[src/rtl/tx_packet_sequencer.sv]
// Packet-timing master for the HDMI-over-Ethernet TX path (clk125MHz domain).
// Walks one video frame as txid (outer) x segment (inner) packets separated by
// a fixed gap, and drives the byte counter / payload strobe used downstream.
module tx_packet_sequencer #(
    parameter int unsigned SEGMENT_NUMBER_MAX = 150,
    parameter int unsigned PACKET_LEN         = 1490,
    parameter int unsigned DATA_START         = 46,
    parameter int unsigned PAYLOAD_LEN        = 1437,
    parameter int unsigned GAP_LEN            = 16
) (
    input  logic        clk125MHz,
    input  logic        rst,
    input  logic        run,
    input  logic [7:0]  redundancy,
    input  logic [15:0] segment_num_max,
    input  logic        oneframe_done,
    output logic [7:0]  txid,
    output logic [15:0] segment_num,
    output logic [11:0] byte_data_counter,
    output logic        data_user,
    output logic        tx_en,
    output logic        frame_done,
    output logic [15:0] frame_count,
    output logic        busy
);

    if (PACKET_LEN > 4095 || PACKET_LEN == 0) begin : g_packet_len_check
        $error("tx_packet_sequencer: PACKET_LEN must be in 1..4095");
    end
    if (GAP_LEN == 0 || GAP_LEN > 65535) begin : g_gap_len_check
        $error("tx_packet_sequencer: GAP_LEN must be in 1..65535");
    end

    localparam logic [11:0] CNT_LAST  = 12'(PACKET_LEN);
    localparam logic [11:0] DU_FIRST  = 12'(DATA_START);
    localparam logic [11:0] DU_LAST   = 12'(DATA_START + PAYLOAD_LEN - 1);
    localparam logic [15:0] GAP_LAST  = 16'(GAP_LEN - 1);
    localparam logic [15:0] SEG_CLAMP = 16'(SEGMENT_NUMBER_MAX);

    typedef enum logic [1:0] {S_IDLE, S_SEND, S_GAP, S_ENDF} state_t;

    state_t      state_q, state_d;
    logic [7:0]  txid_q, txid_d;
    logic [15:0] seg_q, seg_d;
    logic [11:0] cnt_q, cnt_d;
    logic        du_q, du_d;
    logic        txen_q, txen_d;
    logic        fd_q, fd_d;
    logic [15:0] fc_q, fc_d;
    logic        busy_q, busy_d;
    logic [7:0]  red_q, red_d;
    logic [15:0] segl_q, segl_d;
    logic        ofd_q, ofd_d;
    logic [15:0] gap_q, gap_d;

    logic [7:0]  red_cfg;
    logic [15:0] seg_cfg;
    logic        ofd_seen;
    logic        end_of_frame;

    // Sanitise the live configuration inputs (0 -> 1, clamp segment count).
    always_comb begin
        red_cfg = (redundancy == 8'd0) ? 8'd1 : redundancy;
        seg_cfg = segment_num_max;
        if (segment_num_max == 16'd0) begin
            seg_cfg = 16'd1;
        end else if (segment_num_max > SEG_CLAMP) begin
            seg_cfg = SEG_CLAMP;
        end
    end

    // Next-state, index advance and registered-output next values.
    always_comb begin
        state_d = state_q;
        txid_d  = txid_q;
        seg_d   = seg_q;
        cnt_d   = cnt_q;
        fd_d    = 1'b0;
        fc_d    = fc_q;
        red_d   = red_q;
        segl_d  = segl_q;
        ofd_d   = ofd_q;
        gap_d   = gap_q;

        // With redundancy 1 the memory controller decides where the frame ends.
        ofd_seen     = ofd_q | oneframe_done;
        end_of_frame = (red_q == 8'd1) ? ofd_seen
                     : (txid_q == red_q) && (seg_q == segl_q - 16'd1);

        case (state_q)
            S_IDLE: begin
                ofd_d  = 1'b0;
                txid_d = 8'd1;
                seg_d  = '0;
                cnt_d  = '0;
                if (run) begin
                    red_d   = red_cfg;
                    segl_d  = seg_cfg;
                    cnt_d   = 12'd1;
                    state_d = S_SEND;
                end
            end
            S_SEND: begin
                ofd_d = ofd_seen;
                if (cnt_q == CNT_LAST) begin
                    cnt_d = '0;
                    gap_d = '0;
                    ofd_d = 1'b0;
                    if (end_of_frame) begin
                        state_d = S_ENDF;
                        txid_d  = 8'd1;
                        seg_d   = '0;
                    end else begin
                        state_d = S_GAP;
                        if (seg_q < segl_q - 16'd1) begin
                            seg_d = seg_q + 16'd1;
                        end else begin
                            seg_d  = '0;
                            txid_d = txid_q + 8'd1;
                        end
                    end
                end else begin
                    cnt_d = cnt_q + 12'd1;
                end
            end
            S_GAP: begin
                if (gap_q == GAP_LAST) begin
                    state_d = S_SEND;
                    cnt_d   = 12'd1;
                end else begin
                    gap_d = gap_q + 16'd1;
                end
            end
            S_ENDF: begin
                fd_d  = 1'b1;
                fc_d  = fc_q + 16'd1;
                gap_d = '0;
                if (run) begin
                    red_d   = red_cfg;
                    segl_d  = seg_cfg;
                    state_d = S_GAP;
                end else begin
                    state_d = S_IDLE;
                end
            end
            default: state_d = S_IDLE;
        endcase

        // Strobes are derived from the next state/counter so they line up
        // with the registered counter value without added latency.
        txen_d = (state_d == S_SEND);
        du_d   = (state_d == S_SEND) && (cnt_d >= DU_FIRST) && (cnt_d <= DU_LAST);
        busy_d = (state_d != S_IDLE);
    end

    // State and output registers with synchronous active-high reset.
    always_ff @(posedge clk125MHz) begin
        if (rst) begin
            state_q <= S_IDLE;
            txid_q  <= 8'd1;
            seg_q   <= '0;
            cnt_q   <= '0;
            du_q    <= 1'b0;
            txen_q  <= 1'b0;
            fd_q    <= 1'b0;
            fc_q    <= '0;
            busy_q  <= 1'b0;
            red_q   <= 8'd1;
            segl_q  <= 16'd1;
            ofd_q   <= 1'b0;
            gap_q   <= '0;
        end else begin
            state_q <= state_d;
            txid_q  <= txid_d;
            seg_q   <= seg_d;
            cnt_q   <= cnt_d;
            du_q    <= du_d;
            txen_q  <= txen_d;
            fd_q    <= fd_d;
            fc_q    <= fc_d;
            busy_q  <= busy_d;
            red_q   <= red_d;
            segl_q  <= segl_d;
            ofd_q   <= ofd_d;
            gap_q   <= gap_d;
        end
    end

    assign txid              = txid_q;
    assign segment_num       = seg_q;
    assign byte_data_counter = cnt_q;
    assign data_user         = du_q;
    assign tx_en             = txen_q;
    assign frame_done        = fd_q;
    assign frame_count       = fc_q;
    assign busy              = busy_q;

endmodule

[config.mk]
export PLATFORM = sky130hd
export DESIGN_NAME = tx_packet_sequencer
export DESIGN_NICKNAME = d
export VERILOG_FILES = /design/src/rtl/tx_packet_sequencer.sv
export SDC_FILE = /design/constraint.sdc
export NUM_CORES = 1
export LEC_CHECK = 0
export BUFFER_PORTS_ARGS = -buffer_cell sky130_fd_sc_hd__clkbuf_2
export CORE_MARGIN = 2
export CORE_UTILIZATION = 61
export DETAILED_ROUTE_END_ITERATION = 10
export HOLD_SLACK_MARGIN = 0.03
export PLACE_DENSITY_LB_ADDON = 0.08
export RECOVER_POWER = 50
export SLEW_MARGIN = 20
export SYNTH_ARGS = -nofsm -noshare
export SYNTH_HDL_FRONTEND = slang
export SYNTH_SLANG_ARGS = --single-unit
[constraint.sdc]
create_clock -name clk125MHz -period 6.43 [get_ports clk125MHz]
set_input_delay 0.3215 -clock clk125MHz [delete_from_list [all_inputs] [get_ports clk125MHz]]
set_output_delay 0.3215 -clock clk125MHz [all_outputs]
set_load 0.01 [all_outputs]
======== Yosys cells after proc, flatten, opt, wreduce, memory -nomap -nowiden ========
Index checks and enable logic that the tools add are counted.
storage, ports and cells
  bits in registers ....................... 99
  input bits .............................. 28
  output and inout bits ................... 56
  word-level logic and storage cells ...... 78
cells by class
  add/subtract/negate cells ............... 6
  order comparisons ....................... 4
  equality and inequality tests ........... 12
  muxes and demuxes ....................... 28
  bitwise gates (word level) .............. 1
  reductions and logical operators ........ 14
operators by type and width
  cell                   count
  $mux 16                7
  $add 16x1->16 const B  3
  $pmux 16 s3            1
  $pmux 12 s3            1
  $mux 8                 4
  $pmux 16 s2            1
  $mux 12                2
  $eq 16x16->1           1
  $eq 16x4->1 const B    1
  $gt 16x8->1 const B    1
  $logic_not 16->1       1
  $lt 16x16->1           1
  $pmux 8 s2             1
  $sub 16x1->16 const B  1
  $add 12x1->12 const B  1
  $eq 12x11->1 const B   1
  $ge 12x6->1 const B    1
  $le 12x11->1 const B   1
  $add 8x1->8 const B    1
  $eq 8x1->1 const B     1
  $eq 8x8->1             1
  $logic_not 8->1        1
  $mux 2                 4
  $pmux 2 s4             1
  14 further kinds       26

======== Logic depth before layout (Yosys ltp) ========
Gate-level depths: netlist of run 1.
  depth in word-level cells ............... 10
  gate-level depth with buffers ........... 15
  mapped depth without buffers ............ 14

======== Worst setup path after synthesis of run 1 ========
No wires, ideal clock.
  path type ............................... register -> register
  start point ............................. register segl_q[2]
  end point ............................... register seg_q[10], in the netlist segment_num[10]
  arrival ................................. 3.476 ns
  data required time ...................... 6.313 ns
  slack ................................... 2.836 ns
  cell stages (with the launch flop) ...... 14
  period minus slack after synthesis ...... 3.594 ns
  cell sequence ........................... dfxtp_1 or4_1 or4_1 nor4_1 xnor2_1 ha_1 nand4_1 nor3_1 nand4_1 o211ai_1 nor4_4 o21bai_1 buf_2 nor2_1
between the ends
  word-level cells in the longest chain between the ends .. 7
  elaborated cells on any way between the ends .. 9
RTL lines
  item                                                  line     RTL
  start: declaration                                    52       logic [15:0] segl_q, segl_d;
  start signal: assignment                              183      segl_q <= segl_d;
  $sub 16x1->16 *                                       88, 115
  branches (longest 3 deep; another with $lt 16x16->1)  -
  $mux 16 *                                             109      if (end_of_frame) begin
  $mux 16 *                                             105      if (cnt_q == CNT_LAST) begin
  $pmux 16 s2 *                                         90       case (state_q)
  end signal: assignment                                175      seg_q <= seg_d;
  end: declaration                                      44       logic [15:0] seg_q, seg_d;
Every way passes the cells marked *. The select of a mux whose other input is x is not followed.
A chain may end at the register's enable or synchronous reset.

======== Worst setup path after layout of run 1 ========
  start point ............................. register segl_q[2]
  end point ............................... register seg_q[7], in the netlist segment_num[7]
The elaborated chain is that of the path after synthesis.

==> results.py, run 1 <==
metrics = {
    "status": {
        "status": "finished, final reports clean",
    },
    "power_and_ir_drop": {
        "vdd_drop_max_v": 0.0001412,
        "swShare_pct": 29.33,
        "powerDensity_nw_per_um2": 203.1,
        "p_leak_nw": 2.224,
        "seqPwrFrac_pct": 53.7,
        "pwr-share-clk_pct": 33.0,
        "pwr-share-comb_pct": 13.3,
        "switchingPower_w": 0.0003510,
        "internal_power_w": 0.0008459,
    },
    "sta": {
        "fin_crit_ns": 4.428,
        "slew_violations": 0,
        "skew_ns": 0.01210,
        "slew_headroom_pct": 30.03,
        "max_freq_ghz": 0.2258,
        "finalCritPeriodShare_pct": 68.87,
        "rsz0062_at_grt": "false",
        "fin_tns_setup_ns": 0,
        "tightest_slew_ns": 1.047,
        "hold_violations": 0,
        "finalSetupViolations": 0,
    },
    "global_route": {
        "grt_max_degree": 58,
        "grt-ovfl-total": 0,
        "grt_pass1_wl_mm": 20.43,
        "grt_antenna_before_repair": 0,
        "grt_pass1_vias": 4425,
        "grt_usage_pct": 25.73,
    },
    "final_layout": {
        "diodes": 0,
        "area_growth_pct": 11.19,
        "drive_above_1_share_pct": 8.310,
        "final_nets": 760,
        "fill_cells": 757,
        "final_cell_area_um2": 5893,
    },
    "route": {
        "drc": 0,
        "vias": 4773,
        "drt_wl_total_mm": 12.13,
        "ant_nets": 0,
        "viasPerCell": 5.835,
        "first_pass_iters": 5,
        "drt-initial-drc-count": 219,
        "wl_per_cell_um": 14.83,
    },
    "die": {
        "die_y_um": 97.21,
        "io_pins": 84,
        "num_rows": 34,
        "die_area_um2": 9450,
        "core_area_um2": 8551,
        "initial_core_util_pct": 61.98,
        "die_w_um": 97.21,
    },
    "critical_path": {
        "critPathMaxFanout": 18,
        "path_buf_inv": 0,
        "cp.required_ns": 6.65,
        "critPathSlowestCell": "o21bai_1",
        "slowest_delay_ns": 0.86,
        "path_class": "register to register",
        "critPathArrivalTime_ns": 4.65,
        "crit_chain": "or4_1 > or4_1 > nor4_1 > xnor2_1 > ha_1 > nand4_1 > nor3_1 > nand4_1 > o211ai_1 > nor4_4 > o21bai_1 > nor2_1",
        "startpoint_type": "register",
        "endpoint_kind": "register",
        "crit_family": "simple AND/OR/NAND/NOR gates",
        "rrSetupSlack_ns": 2.00,
    },
    "job": {
        "drv_cap": 0,
    },
    "clock_network": {
        "post_cts_buffers": 0,
        "cts_buffers": 9,
        "cts.clk_slew.worst_paths_ns": 0.10,
        "clock_latency_ns": 0.37,
        "clockBufferDepth": 2,
        "clock_sinks": 99,
        "clockRootBuffer": "clkbuf_8",
        "post_cts_resize_count": 0,
        "cts_hold_buf": 0,
        "htreeDepth": 3,
        "cts_tree": "done",
    },
    "synth": {
        "syn_nets": 686,
        "ys_types": 68,
        "syn_area_um2": 5300,
        "ys_async_sr_fraction_pct": 0,
        "postSynthAreaPerCell_um2": 8.399,
        "synth_flop_cell": "dfxtp_1",
        "ys_ff_latch": 99,
        "synth-edff-count": 0,
        "syn_inst": 631,
        "ys_warn_count": 0,
        "seq_area_frac_synth_pct": 37.39,
    },
    "placed_design": {
        "place_congestion": 0.9209,
        "io_buffer_count": 83,
        "place_hpwl_mm": 8.934,
        "placed_area_um2": 5769,
    },
    "worst_hold_path": {
        "hp-class": "input pin to register",
    },
}
-- flip-flops by register name (all words and copies together) (netlist names) --
name	cells
frame_count	16
gap_q	16
segl_q	16
segment_num	16
byte_data_counter	12
red_q	8
txid	8
state_q	2
busy	1
data_user	1
frame_done	1
ofd_q	1
tx_en	1
-- final cells by class --
cell class | instances | area [um^2] | area share [%]
multi-input cells | 495 | 3169 | 53.78
flip-flops and latches | 99 | 1982 | 33.63
clock buffers | 10 | 137.6 | 2.335
repair buffers | 84 | 352.8 | 5.987
well taps | 108 | 135.1 | 2.293
clock inverters | 6 | 56.30 | 0.9554
inverters | 16 | 60.06 | 1.019
-- layer usage --
metal / global-route usage [%] / vias to the layer above / wire (um)
li1: - / 2387 / -
met1: 34.26 / 2207 / 5534
met2: 41.29 / 151 / 5543
met3: 5.971 / 28 / 814
met4: 8.974 / 0 / 235
met5: 0 / - / 0
-- placed cells by master, fill, tap and decap left out, types with 5 or more instances in the layout --
cell,synthesis,final
nor4_1,13,13
clkbuf_8,0,10
and2_1,13,13
a21oi_1,32,32
clkbuf_2,0,27
nand3_1,20,20
inv_1,16,16
nor2b_1,16,16
or3_1,9,9
clkbuf_1,16,56
a31oi_1,5,5
xnor2_1,21,21
nand2_1,51,51
ha_1,27,27
a21o_1,10,10
nand4_1,27,27
xor2_1,45,45
dfxtp_1,99,99
and3_1,7,7
or4_1,6,6
nor3_1,15,15
o21ai_0,16,16
nor2_1,97,97
-- worst register-to-register path, cell delays in order, from the launching register on --
cell	delay [ns]
dfxtp_1	0.36
or4_1	0.58
or4_1	0.54
nor4_1	0.27
xnor2_1	0.11
ha_1	0.30
nand4_1	0.19
nor3_1	0.24
nand4_1	0.13
o211ai_1	0.41
nor4_4	0.19
o21bai_1	0.86
nor2_1	0.13
-- power by group through the flow --
stage	Combinational, W	Clock (W)	Sequential [W]
after floorplan	0.000114	0	0.000655
after global placement	0.000155	0	0.000656
after detailed placement	0.000159	0	0.000657
after CTS	0.000160	0.000408	0.000643
after global routing	0.000179	0.000426	0.000646
final	0.000159	0.000395	0.000643
-- logic make-up (layout without fill, tap and decap cells) --
group | after synthesis | after routing | synth area share (%)
simple gates | 297 | 297 | 28.90
compound gates | 104 | 104 | 13.43
flops | 99 | 99 | 37.39
xor+xnor | 66 | 66 | 10.91
buf+inv | 37 | 116 | 2.809
fa+ha+maj | 27 | 27 | 6.374
mux | 1 | 1 | 0.1889
-- Yosys cell counts (15+ instances only) --
library cell / count / area, um^2
nand2_1: 51 / 191.4
nor2b_1: 16 / 100.1
nand4_1: 27 / 168.9
dfxtp_1: 99 / 1982
nand3_1: 20 / 100.1
o21ai_0: 16 / 80.08
xnor2_1: 21 / 183.9
nor2_1: 97 / 364.1
a21oi_1: 32 / 160.2
xor2_1: 45 / 394.1
ha_1: 27 / 337.8
clkbuf_1: 16 / 60.06
nor3_1: 15 / 75.07
inv_1: 16 / 60.06
-- path summary, 6_finish.rpt --
kind / startpoint / endpoint / depth (start not counted)
hold reg to reg: red_q[2] / red_q[2] / 2
hold / removal: redundancy[6] / red_q[6] / 3
setup / recovery: segl_q[2] / segment_num[7] / 12
setup reg to reg: segl_q[2] / segment_num[7] / 12
-- through the flow --
| stage | setup WS [ns] | hold slack [ns] | util (%) | instances | power, W |
|---|---|---|---|---|---|
| global route | 1.588 | 0.1745 | 68.92 | 818 | 0.001251 |
| finish | 2.002 | 0.1703 | 68.92 | 818 | 0.001197 |
| floorplan | 2.836 | 0.4504 | - | 631 | 0.0007694 |
| CTS | 2.013 | 0.1553 | 69.74 | 818 | 0.001210 |
| detailed placement | 2.014 | 0.4812 | 67.47 | 802 | 0.0008152 |
| global placement | 2.205 | 0.4709 | 67.47 | 802 | 0.0008107 |
(Power assumes the default switching activity.)
==> inputs of run 2 (changes only) <==
--- a/config.mk
+++ b/config.mk
@@ -7,7 +7,7 @@
 export LEC_CHECK = 0
 export BUFFER_PORTS_ARGS = -buffer_cell sky130_fd_sc_hd__clkbuf_2
 export CORE_MARGIN = 2
-export CORE_UTILIZATION = 61
+export CORE_UTILIZATION = 57
 export DETAILED_ROUTE_END_ITERATION = 10
 export HOLD_SLACK_MARGIN = 0.03
 export PLACE_DENSITY_LB_ADDON = 0.08
==> constraint.sdc (replaced) <==
create_clock -name clk125MHz -period 4.4 [get_ports clk125MHz]
set_input_delay 0.22 -clock clk125MHz [delete_from_list [all_inputs] [get_ports clk125MHz]]
set_output_delay 0.22 -clock clk125MHz [all_outputs]
set_load 0.01 [all_outputs]
==> results.py, run 2 (same netlist as run 1, synthesis figures left out) <==
metrics = {
    "status": {
        "status": "finished, final reports clean",
    },
    "route": {
        "drt_wl_total_mm": 11.98,
        "ant_nets": 0,
        "drt-initial-drc-count": 158,
        "wl_per_cell_um": 14.57,
        "vias": 4753,
        "viasPerCell": 5.782,
        "first_pass_iters": 4,
        "drc": 0,
    },
    "global_route": {
        "grt_max_degree": 58,
        "grt_usage_pct": 25.05,
        "grt_pass1_wl_mm": 20.69,
        "grt_antenna_before_repair": 0,
        "grt_pass1_vias": 4504,
        "grt-ovfl-total": 0,
    },
    "power_and_ir_drop": {
        "vdd_drop_max_v": 0.0001695,
        "powerDensity_nw_per_um2": 316.1,
        "p_leak_nw": 2.256,
    },
    "final_layout": {
        "diodes": 0,
        "drive_above_1_share_pct": 8.298,
        "final_nets": 761,
        "final_cell_area_um2": 5959,
        "most-common-layout-cells": "99 x dfxtp_1, 97 x nor2_1, 57 x clkbuf_1, 51 x nand2_1, 45 x xor2_1",
        "final_common_cell": "dfxtp_1",
        "area_growth_pct": 12.44,
    },
    "clock_network": {
        "cts_hold_buf": 0,
        "clockBufferDepth": 2,
        "htreeDepth": 3,
        "clockRootBuffer": "clkbuf_8",
        "post_cts_buffers": 0,
        "cts_tree": "done",
        "clock_sinks": 99,
        "cts_buffers": 9,
        "cts.clk_slew.worst_paths_ns": 0.10,
        "clock_latency_ns": 0.36,
        "post_cts_resize_count": 0,
    },
    "critical_path": {
        "crit_chain": "or4_1 > or4_1 > nor4_1 > xnor2_1 > ha_1 > nand4_1 > nor3_1 > nand4_1 > o211ai_1 > nor4_4 > or4b_1 > a21oi_1",
        "endpoint_kind": "register",
        "crit_family": "simple AND/OR/NAND/NOR gates",
        "startpoint_type": "register",
        "critPathArrivalTime_ns": 4.39,
        "path_buf_inv": 0,
        "cp.required_ns": 4.69,
        "critPathMaxFanout": 18,
        "path_class": "register to register",
        "slowest_delay_ns": 0.58,
        "critPathSlowestCell": "or4_1",
    },
    "die": {
        "io_pins": 84,
        "core_area_um2": 9109,
        "num_rows": 35,
        "die_area_um2": 10090,
        "die_w_um": 100.4,
        "die_y_um": 100.4,
        "initial_core_util_pct": 58.19,
    },
    "sta": {
        "slew_violations": 0,
        "finalCritPeriodShare_pct": 93.20,
        "skew_ns": 0.009161,
        "fin_tns_setup_ns": 0,
        "hold_violations": 0,
        "slew_headroom_pct": 31.79,
        "max_freq_ghz": 0.2439,
        "rsz0062_at_grt": "false",
        "finalSetupViolations": 0,
        "fin_crit_ns": 4.101,
        "tightest_slew_ns": 1.021,
    },
    "placed_design": {
        "place_hpwl_mm": 8.885,
        "place_congestion": 0.8791,
        "placed_area_um2": 5781,
        "io_buffer_count": 83,
    },
    "job": {
        "drv_cap": 0,
    },
    "worst_hold_path": {
        "hp-class": "input pin to register",
    },
}
==> run 2: cell count changes in the layout (fill, tap and decap cells not counted), sizes merged <==
cell	delta
clkinv	-1
clkbuf	+1
inv	-2
bufinv	+3
clkinvlp	-1
buf	+1
==> run 2: area by class of cell <==
cell class | instances | area, um^2
fillers | 834 | 3149
well taps | 111 | 138.9
repair buffers | 85 | 360.3
flip-flops and latches | 99 | 1982
clock inverters | 5 | 107.6
inverters | 16 | 60.06
clock buffers | 11 | 141.4
multi-input cells | 495 | 3169
==> run 2: worst paths after layout <==
path / slack [ns] / depth (start not counted) / start / endpoint
hold reg to reg: 0.49 / 2 / red_q[2] / red_q[2]
setup / recovery: 0.30 / 12 / segl_q[2] / txid[1]
setup reg to reg: 0.30 / 12 / segl_q[2] / txid[1]
hold / removal: 0.08 / 3 / redundancy[6] / red_q[6]
==> run 2: per-stage QoR <==
stage / utilization, % / std cells / hold slack (ns) / power (W) / worst slack (ns)
final: 65.43 / 822 / 0.08403 / 0.001884 / 0.2994
after global routing: 65.43 / 822 / 0.08090 / 0.001967 / 0.006075
after CTS: 66.20 / 822 / 0.06964 / 0.001900 / 0.2951
after detailed placement: 63.46 / 806 / 0.4645 / 0.001193 / 0.3247
after global placement: 63.46 / 806 / 0.4604 / 0.001189 / 0.5303
after floorplan: - / 631 / 0.3560 / 0.001124 / 0.8062
==> run 2: power by group <==
| group | switching (W) | total [W] | leakage (nW) | internal [W] |
|---|---|---|---|---|
| sequential | 0.0000246 | 0.000940 | 0.802 | 0.000915 |
| combinational | 0.000144 | 0.000234 | 1.33 | 0.0000899 |
| clock | 0.000314 | 0.000710 | 0.124 | 0.000397 |
| total | 0.000482 | 0.00188 | 2.26 | 0.00140 |
==> run 2: routing by layer <==
layer / GRT usage (%) / part of all wire, % / routed length (um) / up-vias
met4: 6.006 / 1.4 / 167 / 0
li1: - / - / - / 2390
met2: 39.29 / 46 / 5532 / 137
met1: 34.22 / 46 / 5481 / 2208
met5: 0 / 0 / 0 / -
met3: 7.173 / 6.6 / 796 / 18
==> run 2: worst min-delay path, delay by kind of cell <==
family,cells,cell delay (ns)
AOI/OAI and AO/OA,1,0.05
and+or+nand+nor,1,0.05
buffers and inverters,1,0.09
